--- config.mk ---
export PLATFORM = sky130hd
export DESIGN_NAME = eacsu_322
export DESIGN_NICKNAME = d
export VERILOG_FILES = /design/src/rtl/eacsu_322.sv
export SDC_FILE = /design/constraint.sdc
export NUM_CORES = 1
export LEC_CHECK = 0
export BUFFER_PORTS_ARGS = -buffer_cell sky130_fd_sc_hd__buf_4
export CORE_MARGIN = 4
export CORE_UTILIZATION = 30
export DETAILED_ROUTE_END_ITERATION = 8
export HOLD_SLACK_MARGIN = 0.02
export PLACE_DENSITY_LB_ADDON = 0.15
export SLEW_MARGIN = 5
export SYNTH_ARGS = -nofsm -noshare
export SYNTH_HDL_FRONTEND = slang
export SYNTH_SLANG_ARGS = --single-unit
--- constraint.sdc ---
create_clock -name clock -period 10.2 [get_ports clock]
set_input_delay 1.02 -clock clock [delete_from_list [all_inputs] [get_ports clock]]
set_output_delay 1.02 -clock clock [all_outputs]
set_load 0.02 [all_outputs]
--- src/rtl/eacsu_322.sv ---
// eacsu_322: 8-state, radix-4 add-compare-select unit with path-metric
// normalisation and a one-cycle-delayed best-state search.
module eacsu_322 #(
  parameter int PMW     = 6,
  parameter int INIT_PM = 16
) (
  input  logic        clock,
  input  logic        reset,
  input  logic [63:0] hd,
  input  logic        en,
  input  logic        init,
  output logic [15:0] dec,
  output logic        dec_valid,
  output logic [2:0]  best_state,
  output logic        best_valid,
  output logic        norm
);

  localparam logic [PMW-1:0] INIT_V = PMW'(INIT_PM);
  localparam logic [PMW-1:0] SAT_V  = '1;
  localparam logic [PMW-1:0] MSB_M  = {1'b1, {(PMW-1){1'b0}}};

  logic [PMW-1:0] pm_q [8];
  logic [PMW-1:0] pm_d [8];
  logic [15:0]    dec_q, dec_d;
  logic           dec_valid_q, dec_valid_d;
  logic           norm_q, norm_d;
  logic [2:0]     best_state_q, best_state_d;
  logic           best_valid_q, best_valid_d;

  logic [PMW:0]   sum_w [8][4];
  logic [PMW-1:0] cand [8][4];
  logic [PMW-1:0] step_pm [8];
  logic [PMW-1:0] store_pm [8];
  logic [15:0]    step_dec;
  logic           step_all_high;

  logic [PMW-1:0] min_pm;
  logic [2:0]     min_idx;

  // Add-compare-select for all 8 states, then optional MSB normalisation.
  // Predecessor of (s, j) is {j, s[2]}; branch metric is HD(4s+j+1).
  always_comb begin
    step_dec      = '0;
    step_all_high = 1'b1;
    for (int s = 0; s < 8; s++) begin
      for (int j = 0; j < 4; j++) begin
        sum_w[s][j] = {1'b0, pm_q[3'(j * 2 + s / 4)]}
                    + {{(PMW-1){1'b0}}, hd[8 * s + 2 * j +: 2]};
        cand[s][j]  = sum_w[s][j][PMW] ? SAT_V : sum_w[s][j][PMW-1:0];
      end
    end
    for (int s = 0; s < 8; s++) begin
      step_pm[s] = cand[s][0];
      // strict less-than keeps the lowest j on ties
      for (int j = 1; j < 4; j++) begin
        if (cand[s][j] < step_pm[s]) begin
          step_pm[s]           = cand[s][j];
          step_dec[2 * s +: 2] = 2'(j);
        end
      end
      if (!step_pm[s][PMW-1]) step_all_high = 1'b0;
    end
    for (int s = 0; s < 8; s++) begin
      store_pm[s] = step_all_high ? (step_pm[s] & ~MSB_M) : step_pm[s];
    end
  end

  // Minimum search over the stored metrics; lowest index wins ties.
  always_comb begin
    min_pm  = pm_q[0];
    min_idx = 3'd0;
    for (int s = 1; s < 8; s++) begin
      if (pm_q[s] < min_pm) begin
        min_pm  = pm_q[s];
        min_idx = 3'(s);
      end
    end
  end

  // Next-state selection: init beats en; the best stage trails dec_valid by one cycle.
  always_comb begin
    pm_d         = pm_q;
    dec_d        = dec_q;
    dec_valid_d  = 1'b0;
    norm_d       = 1'b0;
    best_state_d = best_state_q;
    best_valid_d = 1'b0;
    if (init) begin
      pm_d[0] = '0;
      for (int s = 1; s < 8; s++) pm_d[s] = INIT_V;
    end else begin
      best_valid_d = dec_valid_q;
      if (dec_valid_q) best_state_d = min_idx;
      if (en) begin
        pm_d        = store_pm;
        dec_d       = step_dec;
        dec_valid_d = 1'b1;
        norm_d      = step_all_high;
      end
    end
  end

  // State registers with asynchronous reset to the init metrics.
  always_ff @(posedge clock or posedge reset) begin
    if (reset) begin
      pm_q[0] <= '0;
      for (int s = 1; s < 8; s++) pm_q[s] <= INIT_V;
      dec_q        <= '0;
      dec_valid_q  <= 1'b0;
      norm_q       <= 1'b0;
      best_state_q <= '0;
      best_valid_q <= 1'b0;
    end else begin
      pm_q         <= pm_d;
      dec_q        <= dec_d;
      dec_valid_q  <= dec_valid_d;
      norm_q       <= norm_d;
      best_state_q <= best_state_d;
      best_valid_q <= best_valid_d;
    end
  end

  assign dec        = dec_q;
  assign dec_valid  = dec_valid_q;
  assign norm       = norm_q;
  assign best_state = best_state_q;
  assign best_valid = best_valid_q;

endmodule

==> out/results.tsv, run 1 <==
metric	value	unit
synth-compound-area-share	23.7	%
initial_core_util	30.6	%
worstPathArrival	10.45	ns
layout_commonest_cell	buf_4	
drive_gt1_share	25.4	%
final_cell_mix	151 x buf_4, 139 x nor2_1, 87 x o21ai_0, 87 x ha_1, 70 x nand2_1	
ys_types	72	
rrSetupSlack	0.03	ns
synth.cell_area	7760	um^2
synthArstFlopShare	100	%
h-tree-depth	3	
synthAdderAreaFrac	20.3	%
syn_inst	998	
tritoncts	done	
gp_congestion	0.866	
status	finished, final reports clean	
antenna_found_initial	0	
synth_top_area_share	17.7	%
cts_hold_buf	0	
path_max_fanout	6	
hold_slack	0.487	ns
hold_start	dec[8]$_DFFE_PP0P_	
critPathTopFamily	compound AO/OA/AOI/OAI gates	
setup_ws	0.0347	ns
finClkSkew	0.00869	ns
n_antenna_cell	0	
fmax	98.4	MHz
synth_top_cell_by_area	dfrtp_1	
whs_endpoint	dec[8]$_DFFE_PP0P_	
drc_errors	0	
grt_usage	18.4	%
grt_pass1_wl	41200	um
synth-edff-count	0	
stdcell_count	1455	
path_clk_slew	0.06	ns
power	3.04	mW
numClockSinks	62	
num_rows	58	
synth-xor-area-share	1.92	%
die_y	169	um
cp-end-kind	register	
vias	7479	
critPathRequiredTime	10.48	ns
ioPinCount	90	
reg2reg_from	pm_q[47]$_DFFE_PP0P_	
coreArea	25300	um^2
slew_headroom	38.2	%
timing.final.crit_share	99.7	%
synth_top_family_by_area	compound AO/OA/AOI/OAI gates	
via_per_inst	5.14	
period_needed	10.17	ns
ff2ff_path_depth	59	
max-cap-violations	0	
die_area	28500	um^2
grt_max_degree	63	
synthSimpleGateAreaFrac	19.9	%
irDropWorstVdd	0.183	mV
synth-seq-cells	62	
dp_cells	1418	
ys.flop_type	dfrtp_1	
avgSynthCellArea	7.78	um^2
rr_endpoint	best_state[1]$_DFFE_PP0P_	
path_buf_inv	7	
rsz0062_at_grt	yes	
drt-total-wl	26000	um
criticalPathCategory	register to register	
grt_pass1_vias	7299	
fin_nets	1303	
ys_seq_area_share	20.1	%
synthTopCellsByArea	dfrtp_1 18%, ha_1 16%, nor2_1 7.1%, o21ai_0 6.0%, a21oi_1 4.4%	
critPathLaunchType	register	
cts.path.max_buffers	2	
cts-root-buf	clkbuf_16	
synth.area.mux_share	7.67	%
grt-ovfl-total	0	
hold_class	register to register	
max_slew.worst_pin.slew	0.926	ns
cp_slowest_stage_delay	0.55	ns
drv_slew	0	
yosys_warnings	0	
p_leak	4.30	nW
cts_made_buffers	9	
die_width	169	um
ant_nets	0	
clk_latency	0.34	ns
syn_to_final_growth	27.7	%
finalHoldViolCount	0	
place_ws	-0.305	ns
power_density	307	nW/um^2
drt-initial-drc-count	398	
setup_viol	0	
hpwl	20000	um
portBuffers	49	
firstDrtPassIters	5	
crit_slowest_cell	or4_4	
wire_per_inst	17.9	um
holdPathStages	2	
fill_cells	2635	
-- flip-flops by register name (all words and copies together), names as in the netlist --
| signal | flops |
|---|---|
| norm | 1 |
| dec_valid | 1 |
| dec | 8 |
| pm_q | 48 |
| best_valid | 1 |
| best_state | 3 |
-- cells in the mapped netlist (3+ instances only) --
library cell  number
a211o_1            3
a211oi_1          12
a21o_1            20
a21oi_1           69
a22o_1             6
a31oi_1            5
and2_1             4
buf_1              5
buf_4              8
clkbuf_1          34
dfrtp_1           55
dfstp_2            7
fa_1              16
ha_1              99
inv_1             67
mux2_2            17
mux2i_1           34
nand2_1           77
nand2b_1          15
nand3_1           26
nand4_1            7
nor2_1           146
nor2b_1           21
nor3_1            18
nor3b_1            8
o211ai_1           3
o21a_1            23
o21ai_0           93
o21ai_1            5
o22a_1             6
o22ai_1            6
o31a_1            10
o31ai_1            4
or2_2              5
or3_1              3
xnor2_1           12
xor2_1             5
-- worst max path at each step --
stage	start	end	depth (start not counted)
final	pm_q[47]$_DFFE_PP0P_	best_state[1]$_DFFE_PP0P_	59
after global routing	pm_q[47]$_DFFE_PP0P_	best_state[1]$_DFFE_PP0P_	58
after CTS	pm_q[40]$_DFFE_PP1P_	best_state[1]$_DFFE_PP0P_	50
after detailed placement	pm_q[40]$_DFFE_PP1P_	best_state[1]$_DFFE_PP0P_	54
after global placement	pm_q[40]$_DFFE_PP1P_	best_state[1]$_DFFE_PP0P_	55
after floorplan	pm_q[44]$_DFFE_PP0P_	best_state[1]$_DFFE_PP0P_	60
-- worst register-to-register path: cells and delay by family, from the launching register on --
kind                       cells  cell delay, ns
AOI/OAI and AO/OA             28            4.67
adders and majority gates      7            1.74
buffers and inverters          7            0.80
DFF                            1            0.39
muxes                          3            0.77
and+or+nand+nor               14            1.70
-- area by class of cell --
class                           instances  area, um^2  area share (%)
Clock inverter                          5        58.8           0.593
Inverter                               68         264            2.66
Multi-Input combinational cell        825        6200            62.6
Clock buffer                           11         243            2.45
Sequential cell                        62        1560            15.8
Tap cell                              330         413            4.17
Timing Repair Buffer                  154        1170            11.8
-- routing by layer --
layer  up-vias  routed length [um]  track usage, %
met5         -                   0               0
met4         0                 334            3.85
met3        19                1050            2.45
met2       141               11200            27.8
met1      3544               13400            28.1
li1       3775                   -               -
-- cells by family after synthesis --
family	count (synthesis)
adder cells (fa/ha/maj)	117
AO/OA/AOI/OAI	287
buffers and inverters	118
XOR/XNOR	17
AND/OR/NAND/NOR	341
flip-flops	62
other	1
multiplexers	55
-- through the flow --
step	area (um^2)	TNS [ns]	utilization [%]
global placement	9160	-0.815	36.2
detailed placement	9160	-0.745	36.2
finish	9910	0	39.1
global route	9910	-1.42	39.1
floorplan	8030	-0.0227	-
CTS	9640	0	38.1
-- what timing repair did --
action / in CTS / in global routing
setup buffers: 6 / 15
pin swaps: 19 / 29
resized for setup: 26 / 31
setup endpoints to repair: 3 / 3
gates cloned: 0 / 0
-- power breakdown --
part | internal (mW) | switching, mW | total, mW
combinational | 1.16 | 1.21 | 2.37
clock | 0.196 | 0.126 | 0.322
sequential | 0.297 | 0.0543 | 0.351
total | 1.65 | 1.39 | 3.04
Power figures use the tool's default switching activity.
==> run 2, diff against run 1 <==
==> constraint.sdc (replaced) <==
create_clock -name clock -period 8.8 [get_ports clock]
set_input_delay 0.88 -clock clock [delete_from_list [all_inputs] [get_ports clock]]
set_output_delay 0.88 -clock clock [all_outputs]
set_load 0.02 [all_outputs]
==> run 2 against run 1 <==
  * The flow now finishes with violations (negative setup slack)
  * Via count rose by 3.2%
  * Non-clock buffer count rose by 54
  * Register-to-register slack got worse by 1.1 ns
  * Worst hold slack barely moved
  * Maximum frequency rose by 2.7%
  * Sequential share of layout area fell by 0.75 points
  * Power rose by 26%
  * Combinational power rose by 28%
  * Critical path depth fell by 2
  * Wire length rose by 5.0%
  * Clock power rose by 15%
  * Critical path type unchanged
  * Critical endpoint unchanged
==> out/results.tsv, run 2 (synthesized netlist as in run 1, its figures left out) <==
metric	value	unit	change
status	finished with violations		
failed_checks	negative setup slack		
reg2reg_from	pm_q[41]$_DFFE_PP0P_		
power.internal	2.12	mW	+29%
p_leak	4.57	nW	+6.2%
grt_pass1_vias	7394		+1.3%
slew_headroom	39.5	%	+1.4 points
cts_hold_buf	0		unchanged
fin_tns_setup	-3.20	ns	-3.20 ns
combinationalPowerShare	79.7	%	+1.8 points
cp-end-kind	register		
path_buf_inv	5		-2
timing.final.crit_share	112	%	+13 points
grt_usage	19.2	%	+0.77 points
p_sw_share	44.3	%	-1.3 points
finClkSkew	0.00995	ns	+0.00126 ns
path_clk_slew	0.06	ns	about the same
ff2ff_path_depth	57		-3.4%
grt-ovfl-total	0		unchanged
fmax	101	MHz	+2.7%
drt-initial-drc-count	437		+9.8%
p_seq_share	10.6	%	-1.0 points
hpwl	20600	um	+3.4%
tritoncts	done		
dp_cells	1445		+1.9%
gp_congestion	0.870		+0.44%
max-cap-violations	0		unchanged
cp_slowest_stage_delay	0.54	ns	about the same
vias	7716		+3.2%
wire_per_inst	18.1	um	+1.2%
grt_pass1_wl	42800	um	+4.0%
path_max_fanout	7		+1
syn_to_final_growth	34.1	%	
fin_nets	1357		+4.1%
drive_gt1_share	30.0	%	+4.6 points
setup_ws	-1.09	ns	-1.13 ns
power_density	367	nW/um^2	+20%
cts.path.max_buffers	2		unchanged
grt_max_degree	63		unchanged
antenna_found_initial	0		unchanged
critPathLaunchType	register		
setup_viol	3		+3
criticalPathCategory	register to register		
numClockSinks	62		unchanged
clkPwrFrac	9.7	%	-0.9 points
cts-root-buf	clkbuf_16		
hold_class	register to register		
initial_core_util	30.6	%	unchanged
h-tree-depth	3		unchanged
drv_slew	0		unchanged
coreArea	25300	um^2	unchanged
max_slew.worst_pin.slew	0.907	ns	-0.0193 ns
portBuffers	49		unchanged
crit_slowest_cell	or4_4		
via_per_inst	5.11		-0.59%
die_width	169	um	unchanged
irDropWorstVdd	0.261	mV	+42%
ioPinCount	90		unchanged
path_common_cell	a21oi_2		
ant_nets	0		unchanged
drt-total-wl	27300	um	+5.0%
worstSetupStartpoint	pm_q[41]$_DFFE_PP0P_		
total_switching_power	1.69	mW	+22%
worstSetupEndpoint	best_state[1]$_DFFE_PP0P_		
clk_latency	0.34	ns	about the same
rrSetupSlack	-1.09	ns	-1.13 ns
rsz0062_at_grt	yes		
layout_commonest_cell	buf_4		
stdcell_count	1510		+3.8%
critPathTopFamily	compound AO/OA/AOI/OAI gates		
final_cell_mix	205 x buf_4, 140 x nor2_1, 84 x o21ai_0		
largest_register_ffs	48		unchanged
period_needed	9.89	ns	-0.271 ns
utilization	41.1	%	+2.0 points
cts_made_buffers	9		unchanged
hold_slack	0.487	ns	-0.000375 ns
firstDrtPassIters	5		unchanged
drc_errors	0		unchanged
worstPathArrival	10.18	ns	-0.27 ns
place_ws	-1.34	ns	-1.04 ns
critPathRequiredTime	9.09	ns	-1.39 ns
num_rows	58		unchanged
die_area	28500	um^2	unchanged
rr_endpoint	best_state[1]$_DFFE_PP0P_		
finalHoldViolCount	0		unchanged
die_y	169	um	unchanged
regMostFlops	pm_q		
worst-path-stages	57		-3.4%
## run 2: cell types whose count changed in the layout (fill, tap and decap cells not counted), sizes merged
cell / delta
buf: +54
diode: +1
## run 2: layout make-up
| type | count | area [um^2] |
|---|---|---|
| fillers | 2564 | 14900 |
| multi-input cells | 825 | 6290 |
| repair buffers | 208 | 1570 |
| flip-flops and latches | 62 | 1560 |
| well taps | 330 | 413 |
| inverters | 68 | 264 |
| clock buffers | 11 | 243 |
| clock inverters | 5 | 58.8 |
| diodes | 1 | 2.50 |
## run 2: how the worst min path moves through the flow
stage / startpoint / endpoint / depth (start not counted)
2_1_floorplan: pm_q[10]$_DFFE_PP1P_ / pm_q[10]$_DFFE_PP1P_ / 2
3_3_place_gp: dec[0]$_DFFE_PP0P_ / dec[0]$_DFFE_PP0P_ / 2
3_5_place_dp: dec[0]$_DFFE_PP0P_ / dec[0]$_DFFE_PP0P_ / 2
4_1_cts: dec[0]$_DFFE_PP0P_ / dec[0]$_DFFE_PP0P_ / 2
5_1_grt: dec[0]$_DFFE_PP0P_ / dec[0]$_DFFE_PP0P_ / 2
6_report: dec[6]$_DFFE_PP0P_ / dec[6]$_DFFE_PP0P_ / 2
## run 2: metal layers
layer  wire length, um  vias to the layer above  part of all wire, %  track usage, %
li1                  -                     3881                    -               -
met1             13800                     3658                   51            28.9
met2             12100                      154                   44            29.5
met3              1070                       23                  3.9            2.24
met4               352                        0                  1.3            4.06
met5                 0                        -                    0               0
## run 2: stage by stage
| step | instance area, um^2 | power (mW) |
|---|---|---|
| finish | 10400 | 3.82 |
| detailed placement | 9360 | 2.83 |
| global placement | 9360 | 2.83 |
| global route | 10400 | 4.14 |
| floorplan | 8030 | 2.01 |
| CTS | 10100 | 3.56 |
## run 2: worst reg2reg max path: cells and delay by family (launching register included)
family	cells	cell delay [ns]
DFF	1	0.42
AOI/OAI and AO/OA	28	4.26
and+or+nand+nor	14	2.18
adders and majority gates	7	1.64
muxes	3	0.83
buffers and inverters	5	0.52
## run 2: power groups by stage
stage	logic, mW	registers (mW)	clock network (mW)
after floorplan	1.59	0.415	0
after global placement	2.43	0.404	0
after detailed placement	2.43	0.404	0
after CTS	2.77	0.402	0.381
after global routing	3.34	0.414	0.392
final	3.04	0.406	0.370
## run 2: what timing repair did
action,4_1_cts,5_1_grt
setup endpoints to repair,3,3
pin swaps,51,38
gates resized for setup,44,35
setup buffers,36,12
==> run 3, diff against run 2 <==
--- a/config.mk
+++ b/config.mk
@@ -6,6 +6,7 @@
 export NUM_CORES = 1
 export LEC_CHECK = 0
 export BUFFER_PORTS_ARGS = -buffer_cell sky130_fd_sc_hd__buf_4
+export CORE_ASPECT_RATIO = 1.1
 export CORE_MARGIN = 4
 export CORE_UTILIZATION = 30
 export DETAILED_ROUTE_END_ITERATION = 8
==> run 3 against run 2 <==
  * The flow still finishes with violations (negative setup slack)
  * Global-route usage down 0.077 points
  * Largest cell class unchanged
  * Non-clock buffer count fell by 16
  * Clock skew decreased by 0.0020 ns
  * Critical path type unchanged
  * Critical endpoint is now best_state[2]$_DFFE_PP0P_
  * Die area hardly changed
  * Highest routed layer unchanged
==> out/results.tsv, run 3 (synthesized netlist as in run 1, its figures left out) <==
metric	value	unit	change
ant_nets	0		unchanged
syn_to_final_growth	31.5	%	
power.internal	1.98	mW	-7.0%
finalHoldViolCount	0		unchanged
grt_max_degree	63		unchanged
power_density	356	nW/um^2	-2.9%
final_cell_mix	188 x buf_4, 138 x nor2_1, 84 x o21ai_0, 84 x ha_1, 69 x nand2_1		
total_switching_power	1.66	mW	-1.9%
path_buf_inv	6		+1
timing.final.crit_share	111	%	-1.3 points
die_area	28500	um^2	about the same
whs_endpoint	dec[8]$_DFFE_PP0P_		
cts-root-buf	clkbuf_16		
clk_latency	0.35	ns	about the same
drt-total-wl	27200	um	-0.40%
initial_core_util	30.5	%	-0.11 points
vias	7627		-1.2%
max-cap-violations	0		unchanged
ioPinCount	90		unchanged
coreArea	25400	um^2	+0.35%
stdcell_count	1509		-0.066%
die_y	177	um	+4.6%
cts.path.max_buffers	2		unchanged
hold_start	dec[8]$_DFFE_PP0P_		
failed_checks	negative setup slack		
critPathRequiredTime	9.04	ns	-0.05 ns
critPathTopFamily	compound AO/OA/AOI/OAI gates		
utilization	40.2	%	-0.94 points
rsz0062_at_grt	yes		
wire_per_inst	18.0	um	-0.33%
gp_congestion	0.856		-1.5%
finClkSkew	0.00797	ns	-0.00198 ns
p_sw_share	45.6	%	+1.3 points
combinationalPowerShare	79.2	%	-0.5 points
firstDrtPassIters	5		unchanged
place_area	9410	um^2	+0.45%
status	finished with violations		
path_common_cell	a21oi_2		
drc_errors	0		unchanged
tritoncts	done		
crit_slowest_cell	dfrtp_1		
hold_class	register to register		
cp-end-kind	register		
antenna_found_initial	0		unchanged
max_slew.worst_pin.slew	0.962	ns	+0.0554 ns
grt_usage	19.1	%	-0.077 points
p_leak	4.47	nW	-2.2%
path_max_fanout	7		unchanged
criticalPathCategory	register to register		
cts_made_buffers	9		unchanged
dp_cells	1464		+1.3%
critPathLaunchType	register		
drive_gt1_share	28.5	%	-1.6 points
cp_slowest_stage_delay	0.39	ns	-0.15 ns
power	3.63	mW	-4.7%
hold_slack	0.479	ns	-0.00749 ns
ff2ff_path_depth	55		-3.5%
setup_viol	3		unchanged
fin_tns_setup	-2.81	ns	+0.390 ns
irDropWorstVdd	0.157	mV	-40%
drt-initial-drc-count	405		-7.3%
grt_pass1_wl	42600	um	-0.66%
clkPwrFrac	9.8	%	about the same
fin_nets	1341		-1.2%
rrSetupSlack	-0.98	ns	+0.11 ns
portBuffers	49		unchanged
layout_commonest_cell	buf_4		
period_needed	9.78	ns	-0.115 ns
via_per_inst	5.05		-1.1%
num_rows	61		+5.2%
p_seq_share	11.0	%	+0.4 points
worstPathArrival	10.02	ns	-0.16 ns
fin_area	10200	um^2	-1.9%
drv_slew	0		unchanged
grt-ovfl-total	0		unchanged
cts_hold_buf	0		unchanged
h-tree-depth	3		unchanged
rr_endpoint	best_state[2]$_DFFE_PP0P_		
setup_ws	-0.980	ns	+0.115 ns
slew_headroom	35.8	%	-3.7 points
fmax	102	MHz	+1.2%
holdPathStages	2		unchanged
hpwl	20900	um	+1.1%
path_clk_slew	0.06	ns	about the same
numClockSinks	62		unchanged
n_antenna_cell	0		-1
reg2reg_from	pm_q[45]$_DFFE_PP0P_		
regMostFlops	pm_q		
die_width	161	um	-4.4%
largest_register_ffs	48		unchanged
place_ws	-1.31	ns	+0.0299 ns
grt_pass1_vias	7627		+3.2%
-- run 3: final cells by class --
type                            count  area (um^2)
Inverter                           68          264
Tap cell                          346          433
Fill cell                        2631        15200
Sequential cell                    62         1560
Timing Repair Buffer              192         1460
Clock buffer                        9          225
Clock inverter                      7         55.1
Multi-Input combinational cell    825         6210
-- run 3: how the worst max path moves through the flow --
stage / start / to / slack [ns] / cells past startpoint
finish: pm_q[45]$_DFFE_PP0P_ / best_state[2]$_DFFE_PP0P_ / -0.98 / 55
global route: pm_q[45]$_DFFE_PP0P_ / best_state[2]$_DFFE_PP0P_ / -1.54 / 59
CTS: pm_q[43]$_DFFE_PP0P_ / best_state[2]$_DFFE_PP0P_ / -0.92 / 54
detailed placement: pm_q[40]$_DFFE_PP1P_ / best_state[1]$_DFFE_PP0P_ / -1.31 / 53
global placement: pm_q[40]$_DFFE_PP1P_ / best_state[2]$_DFFE_PP0P_ / -1.19 / 52
floorplan: pm_q[44]$_DFFE_PP0P_ / best_state[1]$_DFFE_PP0P_ / -1.41 / 60
-- run 3: power groups by stage --
| stage | clock network, mW | registers, mW | logic [mW] |
|---|---|---|---|
| 2_1_floorplan | 0 | 0.415 | 1.59 |
| 3_3_place_gp | 0 | 0.401 | 2.47 |
| 3_5_place_dp | 0 | 0.400 | 2.46 |
| 4_1_cts | 0.363 | 0.398 | 2.75 |
| 5_1_grt | 0.376 | 0.406 | 3.18 |
| 6_report | 0.355 | 0.399 | 2.88 |
-- run 3: timing repair --
item | 4_1_cts | 5_1_grt
gates resized for setup | 50 | 13
pin swaps | 38 | 12
setup endpoints to repair | 3 | 3
setup buffers | 20 | 9
-- run 3: worst min-delay path, delay by kind of cell, from the launching register on --
kind / cells / cell delay [ns]
AOI/OAI and AO/OA: 1 / 0.06
and+or+nand+nor: 1 / 0.05
DFF: 1 / 0.34
-- run 3: routing by layer --
layer	global-route usage [%]	part of all wire, %	wire, um
met1	23.9	45	12300
met2	34.6	50	13600
met3	2.35	2.5	675
met4	5.40	2.4	645
met5	0	0	0
